==> src/rtl/ctrl_pipe_pkg.sv <==
// Shared definitions for the control pipeline: ARM condition codes, NZCV bit
// positions and the packed bundles carried by the D->E and Memory-stage registers.
package ctrl_pipe_pkg;

    localparam logic [3:0] COND_EQ = 4'b0000;
    localparam logic [3:0] COND_NE = 4'b0001;
    localparam logic [3:0] COND_CS = 4'b0010;
    localparam logic [3:0] COND_CC = 4'b0011;
    localparam logic [3:0] COND_MI = 4'b0100;
    localparam logic [3:0] COND_PL = 4'b0101;
    localparam logic [3:0] COND_VS = 4'b0110;
    localparam logic [3:0] COND_VC = 4'b0111;
    localparam logic [3:0] COND_HI = 4'b1000;
    localparam logic [3:0] COND_LS = 4'b1001;
    localparam logic [3:0] COND_GE = 4'b1010;
    localparam logic [3:0] COND_LT = 4'b1011;
    localparam logic [3:0] COND_GT = 4'b1100;
    localparam logic [3:0] COND_LE = 4'b1101;
    localparam logic [3:0] COND_AL = 4'b1110;

    localparam int FLAG_N = 3;
    localparam int FLAG_Z = 2;
    localparam int FLAG_C = 1;
    localparam int FLAG_V = 0;

    typedef struct packed {
        logic       valid;
        logic [3:0] cond;
        logic       pcSrc;
        logic       regWrite;
        logic       memtoReg;
        logic       memWrite;
        logic       branch;
        logic       noWrite;
        logic [1:0] flagWrite;
    } DeBundle;

    typedef struct packed {
        logic valid;
        logic pcSrc;
        logic regWrite;
        logic memtoReg;
    } MBundle;

    localparam int DE_CTRL_W  = $bits(DeBundle);
    localparam int M_BUNDLE_W = $bits(MBundle);

endpackage

==> src/rtl/cond_check.sv <==
// Combinational ARM condition evaluation of the Execute-stage condition field
// against the current NZCV flag register.
module cond_check
    import ctrl_pipe_pkg::*;
(
    input  logic [3:0] CondE,
    input  logic [3:0] Flags,
    output logic       CondEx
);
    logic n, z, c, v;

    assign n = Flags[FLAG_N];
    assign z = Flags[FLAG_Z];
    assign c = Flags[FLAG_C];
    assign v = Flags[FLAG_V];

    // NOTE: the default before the case covers AL/1111 and keeps this block latch-free.
    always_comb begin
        CondEx = 1'b1;
        case (CondE)
            COND_EQ: CondEx = z;
            COND_NE: CondEx = ~z;
            COND_CS: CondEx = c;
            COND_CC: CondEx = ~c;
            COND_MI: CondEx = n;
            COND_PL: CondEx = ~n;
            COND_VS: CondEx = v;
            COND_VC: CondEx = ~v;
            COND_HI: CondEx = c & ~z;
            COND_LS: CondEx = ~c | z;
            COND_GE: CondEx = (n == v);
            COND_LT: CondEx = (n != v);
            COND_GT: CondEx = ~z & (n == v);
            COND_LE: CondEx = z | (n != v);
            COND_AL: CondEx = 1'b1;
            default: CondEx = 1'b1;
        endcase
    end
endmodule

==> src/rtl/ctrl_pipe_flops.sv <==
// Register primitives for the control pipeline: plain reset flop (flopr) and
// enable flop with synchronous clear taking priority over the enable (flopenrc).
module flopr #(
    parameter int WIDTH = 1
) (
    input  logic             clk,
    input  logic             reset,
    input  logic [WIDTH-1:0] d,
    output logic [WIDTH-1:0] q
);
    // NOTE: sequential state uses non-blocking assignment so every flop samples pre-edge values.
    always_ff @(posedge clk or negedge reset) begin
        if (!reset) q <= '0;
        else        q <= d;
    end
endmodule

module flopenrc #(
    parameter int WIDTH = 1
) (
    input  logic             clk,
    input  logic             reset,
    input  logic             en,
    input  logic             clear,
    input  logic [WIDTH-1:0] d,
    output logic [WIDTH-1:0] q
);
    always_ff @(posedge clk or negedge reset) begin
        if (!reset)     q <= '0;
        else if (clear) q <= '0;
        else if (en)    q <= d;
    end
endmodule

==> src/rtl/ctrl_pipe_cond.sv <==
// Control pipeline D->E->M[1..MEM_LAT]->W with condition-gated writes and NZCV flags.
// Define CTRL_PIPE_PERF_EN to add RetiredCnt/CondFailCnt performance counters.
module ctrl_pipe_cond
    import ctrl_pipe_pkg::*;
#(
    parameter int SIDE_W  = 5,
    parameter int MEM_LAT = 1,
    parameter int CNT_W   = 32
) (
    input  logic              clk,
    input  logic              reset,
    input  logic              ValidD,
    input  logic [3:0]        CondD,
    input  logic              PCSrcD,
    input  logic              RegWriteD,
    input  logic              MemtoRegD,
    input  logic              MemWriteD,
    input  logic              BranchD,
    input  logic              NoWriteD,
    input  logic [1:0]        FlagWriteD,
    input  logic [SIDE_W-1:0] SideD,
    input  logic [3:0]        ALUFlags,
    input  logic              StallE,
    input  logic              FlushE,
    output logic [SIDE_W-1:0] SideE,
    output logic              MemtoRegE,
    output logic              CondExE,
    output logic              BranchTakenE,
    output logic              FlagCarryE,
    output logic              PCSrcM,
    output logic              RegWriteM,
    output logic              MemWriteM,
    output logic              PCSrcW,
    output logic              RegWriteW,
    output logic              MemtoRegW,
    output logic              BusyMW
`ifdef CTRL_PIPE_PERF_EN
    ,
    output logic [CNT_W-1:0]  RetiredCnt,
    output logic [CNT_W-1:0]  CondFailCnt
`endif
);
    if (MEM_LAT < 1 || MEM_LAT > 4 || CNT_W < 1) begin : gBadParams
        $error("ctrl_pipe_cond: MEM_LAT must be 1..4 and CNT_W positive");
    end

    DeBundle                     bundleD;
    DeBundle                     bundleE;
    logic [DE_CTRL_W+SIDE_W-1:0] regEQ;
    logic [1:0]                  flagsNZ;
    logic [1:0]                  flagsCV;
    logic [3:0]                  flags;
    logic                        condOk;
    logic                        flagEn;
    MBundle                      mIn;
    logic                        memWriteIn;
    MBundle                      mQ [MEM_LAT];
    MBundle                      wStage;

    always_comb begin
        bundleD = '0;
        if (ValidD) begin
            bundleD.valid     = 1'b1;
            bundleD.cond      = CondD;
            bundleD.pcSrc     = PCSrcD;
            bundleD.regWrite  = RegWriteD;
            bundleD.memtoReg  = MemtoRegD;
            bundleD.memWrite  = MemWriteD;
            bundleD.branch    = BranchD;
            bundleD.noWrite   = NoWriteD;
            bundleD.flagWrite = FlagWriteD;
        end
    end

    // Flush clears regardless of stall, so a flushed-and-stalled E still becomes a bubble.
    flopenrc #(.WIDTH(DE_CTRL_W + SIDE_W)) regE (
        .clk, .reset, .en(~StallE), .clear(FlushE),
        .d({bundleD, SideD}), .q(regEQ)
    );

    assign bundleE = regEQ[DE_CTRL_W+SIDE_W-1:SIDE_W];
    assign SideE   = regEQ[SIDE_W-1:0];

    assign flags = {flagsNZ, flagsCV};

    cond_check uCond (.CondE(bundleE.cond), .Flags(flags), .CondEx(condOk));

    assign CondExE      = condOk & bundleE.valid;
    assign MemtoRegE    = bundleE.memtoReg;
    assign BranchTakenE = bundleE.branch & CondExE & ~StallE;
    assign FlagCarryE   = flags[FLAG_C];
    assign flagEn       = CondExE & ~StallE;

    // No bypass: the next instruction in E sees these flags one cycle later.
    flopenrc #(.WIDTH(2)) regNZ (
        .clk, .reset, .en(flagEn & bundleE.flagWrite[1]), .clear(1'b0),
        .d(ALUFlags[3:2]), .q(flagsNZ)
    );
    flopenrc #(.WIDTH(2)) regCV (
        .clk, .reset, .en(flagEn & bundleE.flagWrite[0]), .clear(1'b0),
        .d(ALUFlags[1:0]), .q(flagsCV)
    );

    always_comb begin
        mIn        = '0;
        memWriteIn = 1'b0;
        if (!StallE) begin
            mIn.valid    = CondExE;
            mIn.pcSrc    = bundleE.pcSrc & CondExE;
            mIn.regWrite = bundleE.regWrite & CondExE & ~bundleE.noWrite;
            mIn.memtoReg = bundleE.memtoReg & CondExE;
            memWriteIn   = bundleE.memWrite & CondExE;
        end
    end

    for (genvar i = 0; i < MEM_LAT; i++) begin : gMem
        if (i == 0) begin : gFirst
            flopr #(.WIDTH(M_BUNDLE_W)) regM (.clk, .reset, .d(mIn), .q(mQ[i]));
        end else begin : gRest
            flopr #(.WIDTH(M_BUNDLE_W)) regM (.clk, .reset, .d(mQ[i-1]), .q(mQ[i]));
        end
    end

    flopr #(.WIDTH(1)) regMemWrite (.clk, .reset, .d(memWriteIn), .q(MemWriteM));
    flopr #(.WIDTH(M_BUNDLE_W)) regW (.clk, .reset, .d(mQ[MEM_LAT-1]), .q(wStage));

    assign PCSrcM    = mQ[0].pcSrc;
    assign RegWriteM = mQ[0].regWrite;
    assign PCSrcW    = wStage.pcSrc;
    assign RegWriteW = wStage.regWrite;
    assign MemtoRegW = wStage.memtoReg;

    always_comb begin
        BusyMW = wStage.valid;
        for (int i = 0; i < MEM_LAT; i++) begin
            BusyMW = BusyMW | mQ[i].valid;
        end
    end

`ifdef CTRL_PIPE_PERF_EN
    always_ff @(posedge clk or negedge reset) begin
        if (!reset) begin
            RetiredCnt  <= '0;
            CondFailCnt <= '0;
        end else begin
            if (wStage.valid)
                RetiredCnt <= RetiredCnt + CNT_W'(1);
            if (bundleE.valid & ~CondExE & ~StallE)
                CondFailCnt <= CondFailCnt + CNT_W'(1);
        end
    end
`endif

endmodule
==> config.mk <==
export PLATFORM = sky130hd
export DESIGN_NAME = ctrl_pipe_cond
export DESIGN_NICKNAME = d
export VERILOG_FILES = /design/src/rtl/ctrl_pipe_pkg.sv /design/src/rtl/cond_check.sv /design/src/rtl/ctrl_pipe_flops.sv /design/src/rtl/ctrl_pipe_cond.sv
export SDC_FILE = /design/constraint.sdc
export NUM_CORES = 1
export LEC_CHECK = 0
export ABC_AREA = 1
export BUFFER_PORTS_ARGS = -buffer_cell sky130_fd_sc_hd__buf_2
export CORE_MARGIN = 5
export CORE_UTILIZATION = 49
export DETAILED_ROUTE_END_ITERATION = 10
export PLACE_DENSITY = 0.82
export SLEW_MARGIN = 40
export SYNTH_ARGS = -nofsm -noshare
export SYNTH_HDL_FRONTEND = slang
export SYNTH_SLANG_ARGS = --single-unit
==> constraint.sdc <==
create_clock -name clk -period 2.15 [get_ports clk]
set_input_delay 0.645 -clock clk [delete_from_list [all_inputs] [get_ports clk]]
set_output_delay 0.645 -clock clk [all_outputs]
set_load 0.05 [all_outputs]
==> implementation parameters, run 1 <==
Parameter                              Value

Status
  Status    complete, but fails checks
  Failing checks    negative setup slack

Setup path
  Crit path kind    reg2out
  Type of element capturing the critical path    output port
  Critical path data arrival time    approximately 1.8 ns
  Worst-path maximum fanout    8
  Startpoint of the worst setup timing path    regE.q[14]
  Startpoint types    flip-flop
  Worst R2R Start    regE.q[14]
  Worst path required time    around 1.5 ns

Yosys
  Simple logic cell fraction of the synthesized area    0.2500
  Netlist area before placement    1421 sq um
  Dominant combinational cell family by area after synthesis    simple AND/OR/NAND/NOR gates
  Gate count of the mapped netlist    between 150 and 200
  Yosys cell types    21
  Synth Area in Adders    0
  Synth Register Bits    31
  Proportion of synthesized chip area in sequential cells    0.5458
  Synthesis warning total    0
  Mux share of post-synthesis cell area    0
  Syn nets    ~190
  Post-synthesis average cell area    ~8.5 sq um
  Xor and xnor area share after synthesis    0
  Fraction of the mapped netlist area in compound gates    0.07835

STA
  Number of failing hold endpoints at the final stage    0
  Fin crit share    1.128
  Worst relative slew slack    0.5544
  Unrepaired setup endpoints after global routing    yes
  Max-slew violation total from the final report    0
  Setup WS post-layout    -0.2749 ns
  Total setup violations reported at the end of the flow    2
  Time the worst path needs with I/O delays and setup    between 2 and 2.5 ns
  Timing-limited maximum frequency    between 400 and 500 MHz
  Least-Margin Pin Slew    0.6684 ns
  Final Skew    0.009824 ns

CTS
  Number of buffers added to fix hold violations after cts    0
  TritonCTS clock tree    done
  Worst-Skew Late Latency    ~0.33 ns
  TritonCTS sink count    31
  CTS root buf    clkbuf_4
  Clock edge transition at the registers on the reported setup and hold paths    0.10 ns
  Number of clock buffers inserted by TritonCTS    5
  Number of H-tree levels    2
  Clock tree buffer depth    2

Pwr
  Power per Cell Area    between 600 and 700 nW/um^2
  Maximum VDD drop    slightly above 0.0005 V
  Lkg Pwr    just under 1 nW
  Final Total Pwr    approximately 1.1 mW

Place
  Input/output buffers    between 40 and 50
  Detailed placer's ending HPWL    between 2 and 2.5 mm
  Setup WS pre-CTS    -0.03448 ns
  Cell total after placement    233
  Last weighted congestion value of the routability-driven placer    0.8853

Global routing
  Pin count of the biggest net entering global routing    32
  Number of global-route vias before repair    about 1200
  Sum of overflow across all layers after global routing    0
  Initial antenna violation count    0
  Overall Global Routing Usage    0.1642
  First-pass GRT wire length    between 5 and 6 mm

Cells and area
  Post-route insts no fill    between 200 and 250
  Final standard cell utilization of the core    0.6502
  Count of nets after finishing    243
  Share of final-layout standard cells stronger than drive strength 1    0.3945
  Area added between synthesis and finish    26.14%
  FILL cells    239
  Antenna fix cells    0

Detailed routing
  Total Wirelength    3.066 mm
  Post-route DRC violation count    0
  Antenna viol nets, final    0
  Vias/cell    5.088
  Iteration count of the initial detailed-routing pass    4
  Detail-routed net length per standard cell    around 12 um
  Iteration-0 DRC Markers    58
  Vias    roughly 1300

Floorplanning
  I/O pin cnt    between 40 and 50
  Horizontal die dimension    roughly 64 um
  Starting density of the core    0.5154
  Core Box Area    2758 sq um
  Die H    about 64 um
  Number of placement rows    19
  Die outline area    roughly 4000 sq um

Run
  Number of max-capacitance violations reported    0

Min path
  Worst hold path type    in2async
where the power goes:
part	leakage (nW)	internal (mW)	switching [mW]	total [mW]
registers	0.415	0.603	0.0164	0.619
clock network	0.0272	0.125	0.208	0.333
logic	0.550	0.0532	0.102	0.155
total	0.992	0.780	0.326	1.11
synthesized netlist by cell type (all sizes together):
| cell | count | share of area |
|---|---|---|
| a21oi | 2 | 0.0070 |
| buf | 8 | 0.039 |
| clkbuf | 1 | 0.0026 |
| clkinv | 1 | 0.0026 |
| dfrtp | 31 | 0.55 |
| inv | 31 | 0.082 |
| nand2 | 31 | 0.087 |
| nand3 | 14 | 0.056 |
| nand4 | 6 | 0.026 |
| nor2 | 22 | 0.065 |
| nor3 | 2 | 0.011 |
| o21ai | 9 | 0.032 |
| o22ai | 9 | 0.040 |
| or2 | 1 | 0.0044 |
flip-flops by register name (all words and copies together) (netlist names):
signal,count
regNZ.q,2
regE.q,18
regMemWrite.q,1
regCV.q,2
gMem.gFirst.regM.q,4
regW.q,4
cell usage in the layout (no fill, tap or decap), types with 3 or more instances in the layout:
| master | instances |
|---|---|
| clkbuf_4 | 5 |
| o22ai_1 | 9 |
| inv_2 | 6 |
| nor2_2 | 3 |
| dfrtp_2 | 5 |
| buf_2 | 39 |
| nor2_1 | 17 |
| o21ai_0 | 9 |
| nand2_2 | 3 |
| nand3_2 | 5 |
| nand2_1 | 27 |
| buf_4 | 10 |
| dfrtp_1 | 26 |
| inv_1 | 25 |
| nand3_1 | 9 |
| nand4_1 | 6 |
metal layers:
metal | wire [um] | up-vias | GRT usage | part of all wire
met5 | 0 | - | 0 | 0
met3 | 261 | 9 | 0.05779 | 0.085
met2 | 1492 | 46 | 0.2626 | 0.49
met4 | 78 | 0 | 0.07532 | 0.025
met1 | 1235 | 588 | 0.1980 | 0.40
li1 | - | 624 | - | -
repair_timing:
item                       CTS  global route
pin swaps                    6             3
gates resized for setup     15             5
setup endpoints to repair    2             2
setup buffers                3             5
worst max-delay path, stage by stage, from the launching register on:
cell     delay [ns]
dfrtp_2        0.48
nand2_1        0.12
nand2_1        0.06
nand2_1        0.07
nand3_2        0.09
nand3_2        0.09
nor2_2         0.05
nor2_4         0.15
nand2_4        0.07
nor2_4         0.09
buf_6          0.16
area by class of cell:
type                    instances  area (sq um)  share of cell area
well taps                      31         38.79             0.02163
repair buffers                 51         292.8              0.1633
multi-input cells              96         501.7              0.2798
flip-flops and latches         31         782.0              0.4361
clock buffers                   5         37.54             0.02094
clock inverters                 3         20.02             0.01117
inverters                      32         120.1             0.06699
per-stage QoR:
stage | TNS (ns) | area (sq um) | hold WS [ns]
global placement | -0.01934 | 1630 | 0.3378
floorplan | -0.2084 | 1430 | 0.3312
global route | -0.7226 | 1793 | 0.3820
CTS | -0.5439 | 1745 | 0.3451
detailed placement | -0.03448 | 1630 | 0.3547
finish | -0.5211 | 1793 | 0.3321
final timing paths:
path	to	slack, ns	depth (start not counted)
min	regE.q[2]	0.33	1
max	BranchTakenE	-0.27	10
max in group asynchronous	regCV.q[1]	1.34	1
max reg2reg	gMem[0].gFirst.regM.q[1]	0.52	11
min in group clk	regW.q[1]	0.37	0
min reg2reg	regW.q[1]	0.37	0
kinds of logic (layout without fill, tap and decap cells):
logic type,after synthesis,after routing
AND/OR/NAND/NOR,76,76
buffers and inverters,41,91
flip-flops,31,31
AO/OA/AOI/OAI,20,20
Power figures use the tool's default switching activity.
==> run 2, diff against run 1 <==
--- a/config.mk
+++ b/config.mk
@@ -12,4 +12,5 @@
 export DETAILED_ROUTE_END_ITERATION = 10
 export PLACE_DENSITY = 0.82
+export SETUP_SLACK_MARGIN = 0.1
 export SLEW_MARGIN = 40
 export SYNTH_ARGS = -nofsm -noshare
==> constraint.sdc (replaced) <==
create_clock -name clk -period 2.15 [get_ports clk]
set_input_delay 0.43 -clock clk [delete_from_list [all_inputs] [get_ports clk]]
set_output_delay 0.43 -clock clk [all_outputs]
set_load 0.05 [all_outputs]
==> run 2 against run 1 <==
The flow still finishes with violations (negative setup slack). Register-to-register slack better by 0.04 ns. Utilization is 0.14 points higher. Sequential power hardly changed. Combinational power hardly changed. Critical path type unchanged. First-iteration DRC count is 24% lower.
==> implementation parameters, run 2 (synthesis gave the netlist of run 1 again) <==
Parameter                              Value

Status
  Status    complete, but fails checks
  Failing checks    negative setup slack

Global routing
  Overall Global Routing Usage    0.1588
  Number of global-route vias before repair    1190
  First-pass GRT wire length    between 5 and 6 mm
  Initial antenna violation count    0
  Sum of overflow across all layers after global routing    0
  Pin count of the biggest net entering global routing    32

Place
  Detailed placer's ending HPWL    2.075 mm
  Input/output buffers    around 40
  Last weighted congestion value of the routability-driven placer    a little under 0.9
  Total cell area at the placement stage    roughly 1600 sq um

CTS
  Worst-Skew Late Latency    0.33 ns
  Number of H-tree levels    2
  Clock edge transition at the registers on the reported setup and hold paths    about 0.1 ns
  Number of clock buffers inserted by TritonCTS    5
  Clock tree buffer depth    2
  TritonCTS clock tree    done
  CTS root buf    clkbuf_4
  TritonCTS sink count    31

Setup path
  Worst R2R Setup Slack    0.56 ns
  Worst-path maximum fanout    8
  Reg2reg path depth    12
  Startpoint types    flip-flop
  Worst R2R Start    regE.q[14]
  Terminus of the critical flop-to-flop path    regCV.q[0]
  Type of element capturing the critical path    output port
  Critical path data arrival time    around 1.8 ns
  Worst path required time    1.72 ns
  Crit path kind    reg2out

Floorplanning
  Horizontal die dimension    about 64 um
  Starting density of the core    0.5154
  Core Box Area    roughly 2800 sq um
  Die H    63.86 um
  I/O pin cnt    42
  Number of placement rows    19
  Die outline area    approximately 4100 sq um

STA
  Unrepaired setup endpoints after global routing    yes
  Total setup violations reported at the end of the flow    2
  Timing-limited maximum frequency    between 400 and 500 MHz
  Fin crit share    1.028
  Setup TNS after final layout    -0.1120 ns
  Final Skew    a little under 0.009 ns
  Max-slew violation total from the final report    0
  Number of failing hold endpoints at the final stage    0
  Time the worst path needs with I/O delays and setup    around 2.2 ns
  Setup WS post-layout    -0.05927 ns
  Worst relative slew slack    0.5591
  Fin Hold WS    around 0.12 ns
  Least-Margin Pin Slew    between 0.6 and 0.7 ns

Cells and area
  Register containing the most flip-flops in the final layout    regE.q
  FILL cells    roughly 230
  Area added between synthesis and finish    26.41%
  Most common cell after layout, fill and taps aside    buf_2
  Share of final-layout standard cells stronger than drive strength 1    0.3825
  Finished Cell Area    between 1500 and 2000 sq um
  Number of flip-flops in the largest register    18
  Antenna fix cells    0
  Top library cells by usage in the layout, fill and taps aside    buf_2 (39), dfrtp_1 (27), nand2_1 (26), inv_1 (25), nor2_1 (19)
  Count of nets after finishing    242
  Biggest regs    regE.q x18, gMem.gFirst.regM.q x4, regW.q x4
  Final standard cell utilization of the core    0.6515

Detailed routing
  Iteration count of the initial detailed-routing pass    4
  Vias/cell    ~5.1
  Post-route DRC violation count    0
  Antenna viol nets, final    0
  Routed metal-1 wire length    around 1.3 mm
  Met3 routed wirelength    between 200 and 300 um
  Iteration-0 DRC Markers    between 40 and 50
  Detail-routed net length per standard cell    ~13 um
  Total Wirelength    3.124 mm
  Vias    approximately 1300
  Top layer in use    met4
  DR WL met2    around 1.5 mm

Pwr
  Clock Power Share    0.303
  Fraction of power spent switching nets    0.2986
  Lkg Pwr    about 0.99 nW
  Fraction of power consumed by sequential logic    0.557
  Power per Cell Area    approximately 620 nW/um^2
  Logic pwr share    0.141
  Int Pwr    slightly below 0.8 mW
  Net switching power of the design    between 0.3 and 0.4 mW
  Maximum VDD drop    between 0.0005 and 0.0006 V

Min path
  Worst hold path type    in2async

Run
  Number of max-capacitance violations reported    0
-- run 2: cell types whose count changed in the layout (fill, tap and decap cells not counted), sizes merged --
cell	previous run	this run
buf	51	50
-- run 2: final cells by class --
class                           instances  area (sq um)  area share
Sequential cell                        31         780.7      0.4345
Clock inverter                          3         20.02     0.01114
Inverter                               32         122.6     0.06825
Multi-Input combinational cell         96         504.2      0.2806
Timing Repair Buffer                   50         292.8      0.1630
Clock buffer                            5         37.54     0.02089
Tap cell                               31         38.79     0.02159
-- run 2: what timing repair did --
item | in CTS | in global routing
gates resized for setup | 16 | 6
setup buffers | 5 | 3
cloned | 0 | 0
hold buffers | 0 | 0
setup endpoints to repair | 2 | 2
pin swaps | 5 | 3
-- run 2: through the flow --
step / total power, mW / instances / worst slack (ns)
5_1_grt: 1.174 / 248 / -0.1956
2_1_floorplan: 0.7266 / 168 / 0.006622
4_1_cts: 1.120 / 245 / -0.02541
3_3_place_gp: 0.7707 / 232 / 0.1711
6_report: 1.112 / 248 / -0.05927
3_5_place_dp: 0.7731 / 232 / 0.1437
-- run 2: worst max path at each step --
stage,end,slack (ns),startpoint
after floorplan,BranchTakenE,0.007,regCV.q[1]
after global placement,BranchTakenE,0.17,regE.q[14]
after detailed placement,BranchTakenE,0.14,regE.q[14]
after CTS,BranchTakenE,-0.03,regE.q[14]
after global routing,CondExE,-0.20,regE.q[14]
final,CondExE,-0.06,regE.q[14]
-- run 2: power by group through the flow --
stage | Clock (mW) | Combinational (mW) | Sequential [mW]
3_3_place_gp | 0 | 0.143 | 0.628
5_1_grt | 0.378 | 0.174 | 0.623
4_1_cts | 0.348 | 0.154 | 0.618
6_report | 0.337 | 0.156 | 0.619
2_1_floorplan | 0 | 0.0965 | 0.630
3_5_place_dp | 0 | 0.145 | 0.629
-- run 2: metal layers --
metal,up-vias,GRT usage
met1,601,0.1867
met3,5,0.07180
li1,621,-
met2,47,0.2500
met4,0,0.06753
met5,-,0
-- run 2: critical path, cell delays in order, from the launching register on --
cell and delay (ns):
dfrtp_2 0.50, buf_6 0.14, nand2_1 0.05, nand3_1 0.06, nand3_1 0.10, nand3_2 0.10, nor2_4 0.14, nor2_4 0.06
buf_4 0.15, buf_8 0.14
==> run 3, diff against run 2 <==
Settings changed: CORE_UTILIZATION 49 to 29, PLACE_DENSITY 0.82 to 0.56.
==> run 3 against run 2 <==
The flow now finishes without violations. Maximum frequency up 3.2%. Flip-flop and latch count did not move. Wire length grew 13%. Combinational power rose by 4%. Utilization down 25 points. Cell area increased by 6.9%. Critical path type unchanged.
==> implementation parameters, run 3 (synthesis gave the netlist of run 1 again) <==
Parameter                              Value

Status
  Status    finished, final reports clean

CTS
  TritonCTS sink count    31
  Clock tree buffer depth    2
  Clock edge transition at the registers on the reported setup and hold paths    roughly 0.07 ns
  Number of buffers added to fix hold violations after cts    0
  TritonCTS clock tree    done
  Worst-Skew Late Latency    roughly 0.28 ns
  Number of H-tree levels    2
  Number of clock buffers inserted by TritonCTS    5
  CTS root buf    clkbuf_8

STA
  Fin Hold WS    about 0.18 ns
  Unrepaired setup endpoints after global routing    yes
  Least-Margin Pin Slew    roughly 0.67 ns
  Worst relative slew slack    0.5529
  Max-slew violation total from the final report    0
  Setup TNS after final layout    0 ns
  Total setup violations reported at the end of the flow    0
  Final Skew    about 0.0057 ns
  Number of failing hold endpoints at the final stage    0
  Fin crit share    0.9958
  Timing-limited maximum frequency    between 400 and 500 MHz
  Time the worst path needs with I/O delays and setup    ~2.1 ns

Global routing
  Number of global-route vias before repair    around 1300
  Sum of overflow across all layers after global routing    0
  First-pass GRT wire length    roughly 5.6 mm
  Overall Global Routing Usage    0.1121
  Initial antenna violation count    0
  Pin count of the biggest net entering global routing    32

Setup path
  Largest delay share family, worst path    simple AND/OR/NAND/NOR gates
  Startpoint of the worst setup timing path    regE.q[14]
  Startpoint types    flip-flop
  Worst R2R Start    regE.q[14]
  Slowest cell on crit path    dfrtp_2
  Largest stage delay on the critical path    around 0.47 ns
  List of cells traversed by the critical path    inv_2, nand2_2, nand2_1, nand2_1, nand3_2, nand3_2, nor2_4, nor2_4, buf_6, buf_8
  Worst path required time    1.72 ns
  Crit path kind    reg2out
  Worst R2R Setup Slack    slightly above 0.5 ns
  Terminus of the critical flop-to-flop path    regCV.q[0]
  Type of element capturing the critical path    output port
  Critical path data arrival time    1.71 ns
  Reg2reg path depth    12
  Critical path buffer and inverter count    3
  Worst-path maximum fanout    8

Cells and area
  Final standard cell utilization of the core    0.4039
  Finished Cell Area    between 1500 and 2000 sq um
  Top library cells by usage in the layout, fill and taps aside    buf_2 (39), inv_1 (28), dfrtp_1 (27), nand2_1 (25), nor2_1 (17)
  Register area    approximately 780 sq um
  Number of flip-flops in the largest register    18
  Antenna fix cells    0
  Share of final-layout standard cells stronger than drive strength 1    0.3881
  Area added between synthesis and finish    35.12%
  Register containing the most flip-flops in the final layout    regE.q
  Biggest regs    regE.q x18, gMem.gFirst.regM.q x4, regW.q x4
  Count of nets after finishing    between 200 and 250
  FILL cells    519
  Most common cell after layout, fill and taps aside    buf_2
  Area of combinational cells with multiple inputs    511.7 sq um

Place
  Last weighted congestion value of the routability-driven placer    0.8860
  Detailed placer's ending HPWL    approximately 2.4 mm
  Input/output buffers    approximately 40
  Total cell area at the placement stage    around 1700 sq um

Detailed routing
  Iteration-0 DRC Markers    75
  Total Wirelength    approximately 3.5 mm
  Detail-routed net length per standard cell    12.37 um
  Antenna viol nets, final    0
  Vias/cell    between 4 and 5
  Iteration count of the initial detailed-routing pass    4
  Vias    1257
  Post-route DRC violation count    0

Run
  Number of max-capacitance violations reported    0

Floorplanning
  Number of placement rows    25
  Core Box Area    about 4800 sq um
  Die H    about 80 um
  I/O pin cnt    42
  Starting density of the core    0.2989
  Horizontal die dimension    ~80 um
  Die outline area    6402 sq um

Min path
  Worst hold path type    in2async

Pwr
  Power per Cell Area    704.6 nW/um^2
  Final Total Pwr    about 1.4 mW
  Maximum VDD drop    about 0.00038 V
  Lkg Pwr    1.032 nW
-- run 3: cell count changes in the layout (fill, tap and decap cells not counted), sizes merged --
cell,change
clkinvlp,-2
bufinv,+1
buf,+2
clkinv,+1
-- run 3: final cells by class --
cell class	count	share of cell area
Tap cell	67	0.04365
Clock inverter	3	0.02280
Multi-Input combinational cell	96	0.2664
Inverter	32	0.06254
Clock buffer	5	0.03583
Sequential cell	31	0.4065
Timing Repair Buffer	52	0.1622
-- run 3: worst max path at each step --
stage | endpoint | slack, ns | cells past startpoint
5_1_grt | BranchTakenE | -0.12 | 11
4_1_cts | BranchTakenE | 0.06 | 11
2_1_floorplan | BranchTakenE | 0.007 | 10
3_3_place_gp | BranchTakenE | 0.20 | 10
3_5_place_dp | BranchTakenE | 0.23 | 10
6_report | CondExE | 0.009 | 10
-- run 3: repair_timing --
action,CTS,global route
gates resized for setup,12,10
pin swaps,7,3
endpoints found under the setup margin,2,2
gates cloned,0,0
endpoints found under the hold margin,0,0
buffers inserted,3,6
-- run 3: stage by stage --
step | worst slack [ns] | std cells
after floorplan | 0.006622 | 168
after global placement | 0.2016 | 269
after detailed placement | 0.2293 | 269
after CTS | 0.05814 | 280
after global routing | -0.1238 | 286
final | 0.009008 | 286
-- run 3: routing by layer --
layer / wire (um) / global-route usage / part of all wire / vias to the layer above
li1: - / - / - / 627
met1: 1478 / 0.1362 / 0.42 / 582
met2: 1751 / 0.1829 / 0.49 / 44
met3: 279 / 0.03950 / 0.079 / 4
met4: 29 / 0.03885 / 0.0082 / 0
met5: 0 / 0 / 0 / -
-- run 3: power by group --
group	switching (mW)	internal, mW	total [mW]	leakage, nW
sequential	0.0163	0.603	0.619	0.417
clock	0.227	0.345	0.571	0.0581
combinational	0.107	0.0558	0.162	0.557
